$ cat src/rtl/uart_rx_fifo_pkg.sv
// Shared definitions for the UART receive path: bit-level FSM states and
// default frame timing for the 100 MHz system clock.
package uart_rx_fifo_pkg;

    typedef enum logic [1:0] {
        RX_IDLE,
        RX_START,
        RX_DATA,
        RX_STOP
    } rx_state_e;

    localparam int DEFAULT_CLKS_PER_BIT = 868;
    localparam int DEFAULT_DEPTH        = 16;
    localparam int FRAME_DATA_BITS      = 8;

endpackage

$ cat src/rtl/uart_rx_fifo_sync_fifo.sv
// Show-ahead synchronous FIFO: the head entry is always presented on pop_data.
// A push into a full FIFO succeeds only when a pop happens in the same cycle.
module sync_fifo #(
    parameter int WIDTH = 8,
    parameter int DEPTH = 16
) (
    input  logic                     clk,
    input  logic                     resetn,
    input  logic                     push,
    input  logic [WIDTH-1:0]         push_data,
    output logic                     full,
    input  logic                     pop,
    output logic [WIDTH-1:0]         pop_data,
    output logic                     empty,
    output logic [$clog2(DEPTH):0]   count
);

    localparam int AW = $clog2(DEPTH);
    localparam int CW = AW + 1;

    logic [WIDTH-1:0] mem [DEPTH];
    logic [AW-1:0]    wr_ptr;
    logic [AW-1:0]    rd_ptr;
    logic [CW-1:0]    count_q;
    logic             do_push;
    logic             do_pop;

    assign empty    = (count_q == '0);
    assign full     = (count_q == CW'(DEPTH));
    assign count    = count_q;
    assign pop_data = empty ? '0 : mem[rd_ptr];

    // A pop while empty is ignored; a pop frees the slot a full-FIFO push needs.
    assign do_pop  = pop && !empty;
    assign do_push = push && (!full || do_pop);

    always_ff @(posedge clk) begin
        if (do_push) begin
            mem[wr_ptr] <= push_data;
        end
    end

    always_ff @(posedge clk or negedge resetn) begin
        if (!resetn) begin
            wr_ptr  <= '0;
            rd_ptr  <= '0;
            count_q <= '0;
        end else begin
            if (do_push) begin
                wr_ptr <= wr_ptr + AW'(1);
            end
            if (do_pop) begin
                rd_ptr <= rd_ptr + AW'(1);
            end
            if (do_push && !do_pop) begin
                count_q <= count_q + CW'(1);
            end else if (do_pop && !do_push) begin
                count_q <= count_q - CW'(1);
            end
        end
    end

endmodule

$ cat src/rtl/uart_rx_fifo.sv
// UART 8N1 receiver: synchronises the serial pin, deserialises frames and
// buffers received bytes in a show-ahead FIFO with sticky error flags.
module uart_rx_fifo
    import uart_rx_fifo_pkg::*;
#(
    parameter int CLKS_PER_BIT = DEFAULT_CLKS_PER_BIT,
    parameter int DEPTH        = DEFAULT_DEPTH
) (
    input  logic                   clk,
    input  logic                   resetn,
    input  logic                   rxd,
    output logic [7:0]             rx_data,
    output logic                   rx_valid,
    input  logic                   rx_ready,
    output logic [$clog2(DEPTH):0] fifo_count,
    output logic                   frame_err,
    output logic                   overrun,
    input  logic                   clr_err
);

    localparam int HALF  = CLKS_PER_BIT / 2;
    localparam int CNT_W = $clog2(CLKS_PER_BIT);

    logic                       rxd_meta;
    logic                       rxd_s;
    rx_state_e                  state_q, state_d;
    logic [CNT_W-1:0]           cnt_q, cnt_d;
    logic [2:0]                 bit_q, bit_d;
    logic [FRAME_DATA_BITS-1:0] shift_q, shift_d;
    logic                       push;
    logic                       frame_bad;
    logic                       half_done;
    logic                       bit_done;
    logic                       fifo_full;
    logic                       fifo_empty;
    logic                       overrun_set;

    // Both flops idle high so reset never looks like a start bit.
    always_ff @(posedge clk or negedge resetn) begin
        if (!resetn) begin
            rxd_meta <= 1'b1;
            rxd_s    <= 1'b1;
        end else begin
            rxd_meta <= rxd;
            rxd_s    <= rxd_meta;
        end
    end

    always_ff @(posedge clk or negedge resetn) begin
        if (!resetn) begin
            state_q <= RX_IDLE;
            cnt_q   <= '0;
            bit_q   <= '0;
            shift_q <= '0;
        end else begin
            state_q <= state_d;
            cnt_q   <= cnt_d;
            bit_q   <= bit_d;
            shift_q <= shift_d;
        end
    end

    assign half_done = (cnt_q == CNT_W'(HALF - 1));
    assign bit_done  = (cnt_q == CNT_W'(CLKS_PER_BIT - 1));

    always_comb begin
        state_d   = state_q;
        cnt_d     = cnt_q + CNT_W'(1);
        bit_d     = bit_q;
        shift_d   = shift_q;
        push      = 1'b0;
        frame_bad = 1'b0;
        unique case (state_q)
            RX_IDLE: begin
                cnt_d = '0;
                if (!rxd_s) begin
                    state_d = RX_START;
                end
            end
            RX_START: begin
                if (half_done) begin
                    cnt_d   = '0;
                    bit_d   = '0;
                    state_d = rxd_s ? RX_IDLE : RX_DATA;
                end
            end
            RX_DATA: begin
                if (bit_done) begin
                    cnt_d   = '0;
                    shift_d = {rxd_s, shift_q[FRAME_DATA_BITS-1:1]};
                    bit_d   = bit_q + 3'd1;
                    if (bit_q == 3'd7) begin
                        state_d = RX_STOP;
                    end
                end
            end
            RX_STOP: begin
                // Returning at mid-stop lets a back-to-back start bit be caught.
                if (bit_done) begin
                    cnt_d     = '0;
                    state_d   = RX_IDLE;
                    push      = rxd_s;
                    frame_bad = !rxd_s;
                end
            end
            default: begin
                state_d = RX_IDLE;
            end
        endcase
    end

    sync_fifo #(
        .WIDTH (FRAME_DATA_BITS),
        .DEPTH (DEPTH)
    ) u_fifo (
        .clk       (clk),
        .resetn    (resetn),
        .push      (push),
        .push_data (shift_q),
        .full      (fifo_full),
        .pop       (rx_ready),
        .pop_data  (rx_data),
        .empty     (fifo_empty),
        .count     (fifo_count)
    );

    assign rx_valid    = !fifo_empty;
    assign overrun_set = push && fifo_full && !rx_ready;

    // A set event takes priority over a coincident clear.
    always_ff @(posedge clk or negedge resetn) begin
        if (!resetn) begin
            frame_err <= 1'b0;
            overrun   <= 1'b0;
        end else begin
            if (frame_bad) begin
                frame_err <= 1'b1;
            end else if (clr_err) begin
                frame_err <= 1'b0;
            end
            if (overrun_set) begin
                overrun <= 1'b1;
            end else if (clr_err) begin
                overrun <= 1'b0;
            end
        end
    end

endmodule

$ cat config.mk
export PLATFORM = sky130hd
export DESIGN_NAME = uart_rx_fifo
export DESIGN_NICKNAME = d
export VERILOG_FILES = /design/src/rtl/uart_rx_fifo_pkg.sv /design/src/rtl/uart_rx_fifo_sync_fifo.sv /design/src/rtl/uart_rx_fifo.sv
export SDC_FILE = /design/constraint.sdc
export NUM_CORES = 1
export LEC_CHECK = 0
export CAP_MARGIN = 20
export CORE_ASPECT_RATIO = 1.1
export CORE_UTILIZATION = 35
export CTS_BUF_LIST = sky130_fd_sc_hd__clkbuf_8 sky130_fd_sc_hd__clkbuf_16
export CTS_CLUSTER_SIZE = 30
export DETAILED_ROUTE_END_ITERATION = 7
export PLACE_DENSITY_LB_ADDON = 0.3
export SYNTH_ARGS = -nofsm -noshare
export SYNTH_HDL_FRONTEND = slang
export SYNTH_SLANG_ARGS = --single-unit
$ cat constraint.sdc
create_clock -name clk -period 6.6 [get_ports clk]
set_input_delay 0.99 -clock clk [delete_from_list [all_inputs] [get_ports clk]]
set_output_delay 0.99 -clock clk [all_outputs]
set_load 0.01 [all_outputs]
==> summary.txt, run 1 <==
Run status
  – Status: finished, final reports clean

Power
  – Maximum vdd ir drop: 169 uV
  – Comb power frac: less than 1%
  – Switching power: about 0.41 mW
  – Clock network fraction of design power: roughly 46%
  – Internal Power: 1.69 mW
  – Leakage: 3.13 nW
  – Sequential share of power: 53.8%
  – Sw Ratio: roughly a fifth
  – Total chip power: between 2 and 2.5 mW
  – Pwr per Cell Area: roughly 260 mW/mm2

Cells and area
  – Register Area: about 0.0048 mm2
  – Non-filler cells, final: 690
  – Synth-to-Final Area Change: 14.7%
  – Nets: around 450
  – Util after Layout: approximately 42%
  – Diodes inserted: 0
  – Fin area: about 0.008 mm2
  – Fraction of layout cells with a size suffix above 1: roughly 20%
  – Fillers: 1674
  – Most common cell after layout, fill and taps aside: edfxtp_1
  – Area occupied by multi-input gates: a little over 0.002 mm2
  – Most frequent cells in the layout: edfxtp_1, dfrtp_1, mux4_2

Floorplanning
  – Top-level port count: 21
  – Vert. Die Dim: roughly 150 um
  – Die X: about 140 um
  – FP Rows: 53
  – Core area: slightly below 0.02 mm2
  – Initial Util: between 30% and 40%
  – DIE AREA: 0.0205 mm2

CTS
  – Skew-Pair Late Insertion Delay: between 0.4 and 0.5 ns
  – H-tree Lvls: 4
  – Clock buffer depth: 2
  – CTS root buf: clkbuf_16
  – Clock slew at reported path FFs: about 0.070 ns
  – Post-CTS setup buffers: 0
  – CTS Hold Buffers Added: 0
  – TritonCTS clock tree: built
  – Clock sink count: around 170
  – PostCTS Resize Cnt: 0
  – CTS Buf Count: 17

STA
  – RSZ-0062 raised after global routing: false
  – Slew Viols, Final: 0
  – Pin slew with the least headroom to its limit: 0.882 ns
  – Max-slew headroom: around 40%
  – Final setup violating endpoints: 0
  – Final setup skew: about 0.01 ns
  – Setup TNS: 0 ns
  – Fmax: roughly 240 MHz
  – Fin. Hold Viols: 0
  – Final period util: roughly 64%
  – Min cycle time layout: 4.25 ns

Placed design
  – IO buf count: 20
  – Final HPWL DP: just over 8000 um
  – GP Congestion: 0.767
  – # placed instances: ~660
  – Area post-placement: about 0.0074 mm2

Setup path
  – Arrival time worst endpoint: about 3.3 ns
  – Crit Path Max Fanout: 20
  – WS Path Type: flip-flop to output port
  – CP required: 5.61 ns
  – CP startpoint kind: flip-flop
  – Crit path capture type: output port
  – Worst reg-to-reg setup slack: between 2 and 3 ns

Global routing
  – Overall fraction of global-route tracks in use: between 10 and 15%
  – Global-route wire length before repair: about 20000 um
  – Initial antenna violation count: 0
  – Largest net degree at the start of global routing: between 40 and 50
  – GR Overflow Total: 0
  – Vias in the first global route: 3657

Job
  – Max-cap violations: 0

Routing
  – Initial DRC Count: 268
  – DR WL/cell: 18.8 um
  – DRC Markers: 0
  – Number of detailed-route iterations in the first pass: 6
  – Vias post-DR: roughly 3600
  – Final antenna-violating net count: 0
  – Post-Route WL: ~13000 um
  – Via/cell ratio: roughly 5.2

Synth
  – Async SR Flop Fraction: a little under a quarter
  – Post-synthesis cell count: just over 400
  – Yosys cell types: 44
  – Synthesized area per cell: between 15 and 20 um2
  – Ys flop type: edfxtp_1
  – Post-synth design cell area: ~0.0070 mm2
  – Yosys Warn Count: 0
  – Synth Net Count: 424
  – Number of flops mapped to enable cells by yosys: approximately 130
  – Seq/Total Area, Yosys: approximately 69%
  – Register bit count reported by yosys: approximately 170

Worst hold path
  – Worst hold path class: flip-flop to flip-flop
[flip-flops by register name, summed over array words and instances (netlist names), named ones only]
register	cells
shift_q	8
u_fifo.mem	128
state_q	1
u_fifo.count	5
rxd_s	1
u_fifo.wr_ptr	4
bit_q	3
overrun	1
u_fifo.rd_ptr	4
frame_err	1
rxd_meta	1
cnt_q	10
[power by group through the flow]
stage	sequential (mW)	combinational (mW)	clock, mW
global route	1.13	0.00861	1.01
floorplan	1.15	0.000371	0
detailed placement	1.15	0.00773	0
CTS	1.13	0.00783	0.977
finish	1.13	0.00725	0.960
global placement	1.15	0.00745	0
[worst paths after layout]
| kind | to | from | cells after the start |
|---|---|---|---|
| max | rx_data[5] | u_fifo.rd_ptr[0] | 6 |
| min in group asynchronous | u_fifo.count[3] | resetn | 1 |
| max reg2reg | u_fifo.count[4] | cnt_q[2] | 9 |
| max in group asynchronous | u_fifo.rd_ptr[0] | resetn | 1 |
| min reg2reg | rxd_s | rxd_meta | 0 |
| min | rxd_s | rxd_meta | 0 |
[worst max-delay path: stages, from the launching register on]
cell and delay, ns:
dfrtp_2 0.78, buf_4 0.44, mux4_2 0.54, mux2_2 0.29
o21ai_0 0.14, a21oi_1 0.10, clkdlybuf4s50_1 0.54
[stage by stage]
step                hold WS [ns]  setup WS [ns]
floorplan                  0.345           3.18
global placement           0.346           2.60
detailed placement         0.351           2.49
CTS                        0.361           2.25
global route               0.368           2.12
finish                     0.362           2.35
[cells in the mapped netlist (all sizes together) (2+ instances only)]
master / instances / area, um2
or3: 3 / 18.8
nor3b: 3 / 33.8
o21ai: 15 / 75.1
nand4: 4 / 25.0
mux4: 32 / 721
o22ai: 2 / 12.5
dfstp: 2 / 52.6
dfrtp: 38 / 951
ha: 13 / 163
nand3: 6 / 30.0
mux2i: 10 / 100
a21oi: 14 / 70.1
nor2: 16 / 60.1
buf: 8 / 43.8
mux2: 19 / 214
clkbuf: 9 / 33.8
a21o: 2 / 15.0
nor3: 6 / 30.0
nand2: 14 / 52.6
nor2b: 3 / 18.8
and3: 18 / 113
xor2: 8 / 70.1
inv: 9 / 33.8
edfxtp: 128 / 3840
xnor2: 8 / 70.1
[logic make-up (layout without fill, tap and decap cells)]
kind of cell	Yosys count	after routing	synth area share, %
flip-flops	168	168	69.4
adder cells (fa/ha/maj)	14	14	2.62
XOR/XNOR	16	16	2.01
multiplexers	61	61	14.8
AO/OA/AOI/OAI	39	39	3.17
AND/OR/NAND/NOR	81	81	6.38
buffers and inverters	26	64	1.59
[cell type report]
| type | instances | area share (%) |
|---|---|---|
| well taps | 247 | 3.86 |
| clock buffers | 17 | 5.31 |
| flip-flops and latches | 168 | 60.5 |
| inverters | 9 | 0.422 |
| repair buffers | 23 | 2.72 |
| clock inverters | 15 | 1.91 |
| multi-input cells | 211 | 25.3 |
[routing by layer]
layer,vias to the layer above,routed length [um],global-route usage (%)
li1,1632,-,-
met1,1858,5920,17.7
met2,65,6380,22.9
met3,18,482,3.27
met4,0,180,5.83
met5,-,0,0
Note: power is estimated with default switching activity, not from simulation.
==> inputs of run 2 (changes only) <==
Clock period 6.6 ns to 4.27 ns, I/O delays scaled along.
==> run 2 against run 1 <==
Via count shrank 1.0%. Global-route usage grew 0.42 points. Worst hold slack lost 0.027 ns. Clock skew grew 0.0016 ns. Critical path depth grew 4. Sequential power grew 54%. Power grew 63%. Critical endpoint is now u_fifo.count[4]. Largest cell class unchanged. Highest routed layer unchanged.
==> summary.txt, run 2 (same netlist as run 1, synthesis figures left out) <==
Setup path
  – CP required: about 4.6 ns
  – Critical R2R Launch: cnt_q[2]
  – Max incr delay on CP: around 0.7 ns
  – Crit Path Max Fanout: 19
  – Crit path capture type: flip-flop
  – Arrival time worst endpoint: ~4.0 ns
  – Slowest-stage cell, CP: or4_1
  – Critical path cell sequence: or3b_1, or4_1, nor3b_4, buf_4, ha_1, inv_1, fa_1, a21o_1, a2111oi_0, o31ai_1
  – WS Path Type: flip-flop to flip-flop
  – R2R depth: 10
  – Worst reg-to-reg setup slack: between 0.5 and 0.6 ns
  – CP startpoint kind: flip-flop
  – R2r endpoint: u_fifo.count[4]

CTS
  – Skew-Pair Late Insertion Delay: 0.42 ns
  – Clock sink count: ~170
  – CTS Hold Buffers Added: 0
  – Post-CTS setup buffers: 0
  – H-tree Lvls: 4
  – Clock buffer depth: 2
  – TritonCTS clock tree: built
  – PostCTS Resize Cnt: 0
  – Clock slew at reported path FFs: approximately 0.07 ns
  – CTS root buf: clkbuf_16
  – CTS Buf Count: 17

Global routing
  – Initial antenna violation count: 0
  – GR peak layer: met2
  – GR Util met3: about 3.4%
  – Global-route wire length before repair: about 21000 um
  – Vias in the first global route: approximately 3700
  – Largest net degree at the start of global routing: 41
  – Met2 Usage GRT: about a quarter
  – Overall fraction of global-route tracks in use: ~14%
  – Met1 Usage GRT: between 15 and 20%
  – GR Overflow Total: 0

Floorplanning
  – Core area: 0.0193 mm2
  – FP Rows: 53
  – Top-level port count: 21
  – DIE AREA: 0.0205 mm2
  – Initial Util: roughly 36%
  – Die X: ~140 um
  – Vert. Die Dim: around 150 um

STA
  – Final setup violating endpoints: 0
  – Final period util: 86.6%
  – Pin slew with the least headroom to its limit: between 0.8 and 0.9 ns
  – Min cycle time layout: around 3.7 ns
  – Setup TNS: 0 ns
  – Slew Viols, Final: 0
  – Max-slew headroom: between 40% and 50%
  – Fmax: around 270 MHz
  – Final setup skew: ~0.012 ns
  – Worst setup margin: 0.573 ns
  – RSZ-0062 raised after global routing: false
  – Fin. Hold Viols: 0

Routing
  – DR WL/cell: 19.0 um
  – Post-Route WL: 13100 um
  – Final antenna-violating net count: 0
  – Initial DRC Count: between 200 and 250
  – Via/cell ratio: 5.12
  – Vias post-DR: between 3000 and 4000
  – DRC Markers: 0
  – Number of detailed-route iterations in the first pass: 5

Cells and area
  – Top flop regs: u_fifo.mem x128, cnt_q x10, shift_q x8
  – Nets: 450
  – Largest Register: u_fifo.mem
  – Most common cell after layout, fill and taps aside: edfxtp_1
  – Synth-to-Final Area Change: 16.0%
  – Most frequent cells in the layout: edfxtp_1, dfrtp_1, mux4_2
  – Max reg flops: ~130
  – Diodes inserted: 0
  – Fin area: 0.00810 mm2
  – Fillers: around 1700
  – Fraction of layout cells with a size suffix above 1: approximately 20%

Power
  – Leakage: around 3.2 nW
  – Maximum vdd ir drop: ~250 uV
  – Pwr per Cell Area: between 400 and 500 mW/mm2
  – Total chip power: 3.42 mW

Job
  – Max-cap violations: 0

Placed design
  – Area post-placement: ~0.0075 mm2
  – IO buf count: 20
  – Place WS: 0.664 ns
  – Final HPWL DP: slightly above 8000 um
  – GP Congestion: approximately 0.81

Run status
  – Status: finished, final reports clean

Worst hold path
  – Worst hold path class: input pin to async pin
[run 2: area by class of cell]
| cell class | count | area (um2) | area share [%] |
|---|---|---|---|
| multi-input cells | 211 | 2020 | 25.0 |
| clock inverters | 14 | 220 | 2.72 |
| clock buffers | 17 | 425 | 5.25 |
| flip-flops and latches | 168 | 4850 | 59.9 |
| inverters | 9 | 33.8 | 0.417 |
| repair buffers | 24 | 238 | 2.94 |
| well taps | 247 | 309 | 3.82 |
[run 2: how the worst max path moves through the flow]
stage | startpoint | end | slack (ns) | cells after the start
2_1_floorplan | cnt_q[2] | u_fifo.count[4] | 0.85 | 11
3_3_place_gp | cnt_q[2] | u_fifo.count[4] | 0.73 | 10
4_1_cts | cnt_q[2] | u_fifo.count[4] | 0.64 | 10
6_report | cnt_q[2] | u_fifo.count[4] | 0.57 | 10
3_5_place_dp | cnt_q[2] | u_fifo.count[4] | 0.66 | 10
5_1_grt | cnt_q[2] | u_fifo.count[4] | 0.30 | 10
[run 2: through the flow]
stage	cells	hold slack (ns)	util [%]
floorplan	405	0.345	-
global placement	659	0.347	38.6
detailed placement	659	0.347	38.6
CTS	690	0.357	42.0
global route	690	0.363	42.0
finish	690	0.335	42.0
[run 2: routing by layer]
| metal | routed length [um] | part of all wire (%) |
|---|---|---|
| met1 | 5760 | 44 |
| met2 | 6680 | 51 |
| met3 | 525 | 4.0 |
| met4 | 138 | 1.1 |
| met5 | 0 | 0 |
[run 2: critical path, delay by kind of cell (launching register included)]
family,cells,cell delay (ns)
AO/OA/AOI/OAI,3,0.80
flip-flops,1,0.43
adder cells (fa/ha/maj),2,0.67
buffers and inverters,2,0.36
AND/OR/NAND/NOR,3,1.31
[run 2: where the power goes]
| group | total, mW | leakage (nW) | switching, mW | internal (mW) |
|---|---|---|---|---|
| Clock | 1.66 | 0.316 | 0.621 | 1.04 |
| Combinational | 0.0114 | 0.852 | 0.00806 | 0.00330 |
| Sequential | 1.74 | 2.01 | 0.00122 | 1.74 |
| Total | 3.42 | 3.18 | 0.630 | 2.79 |
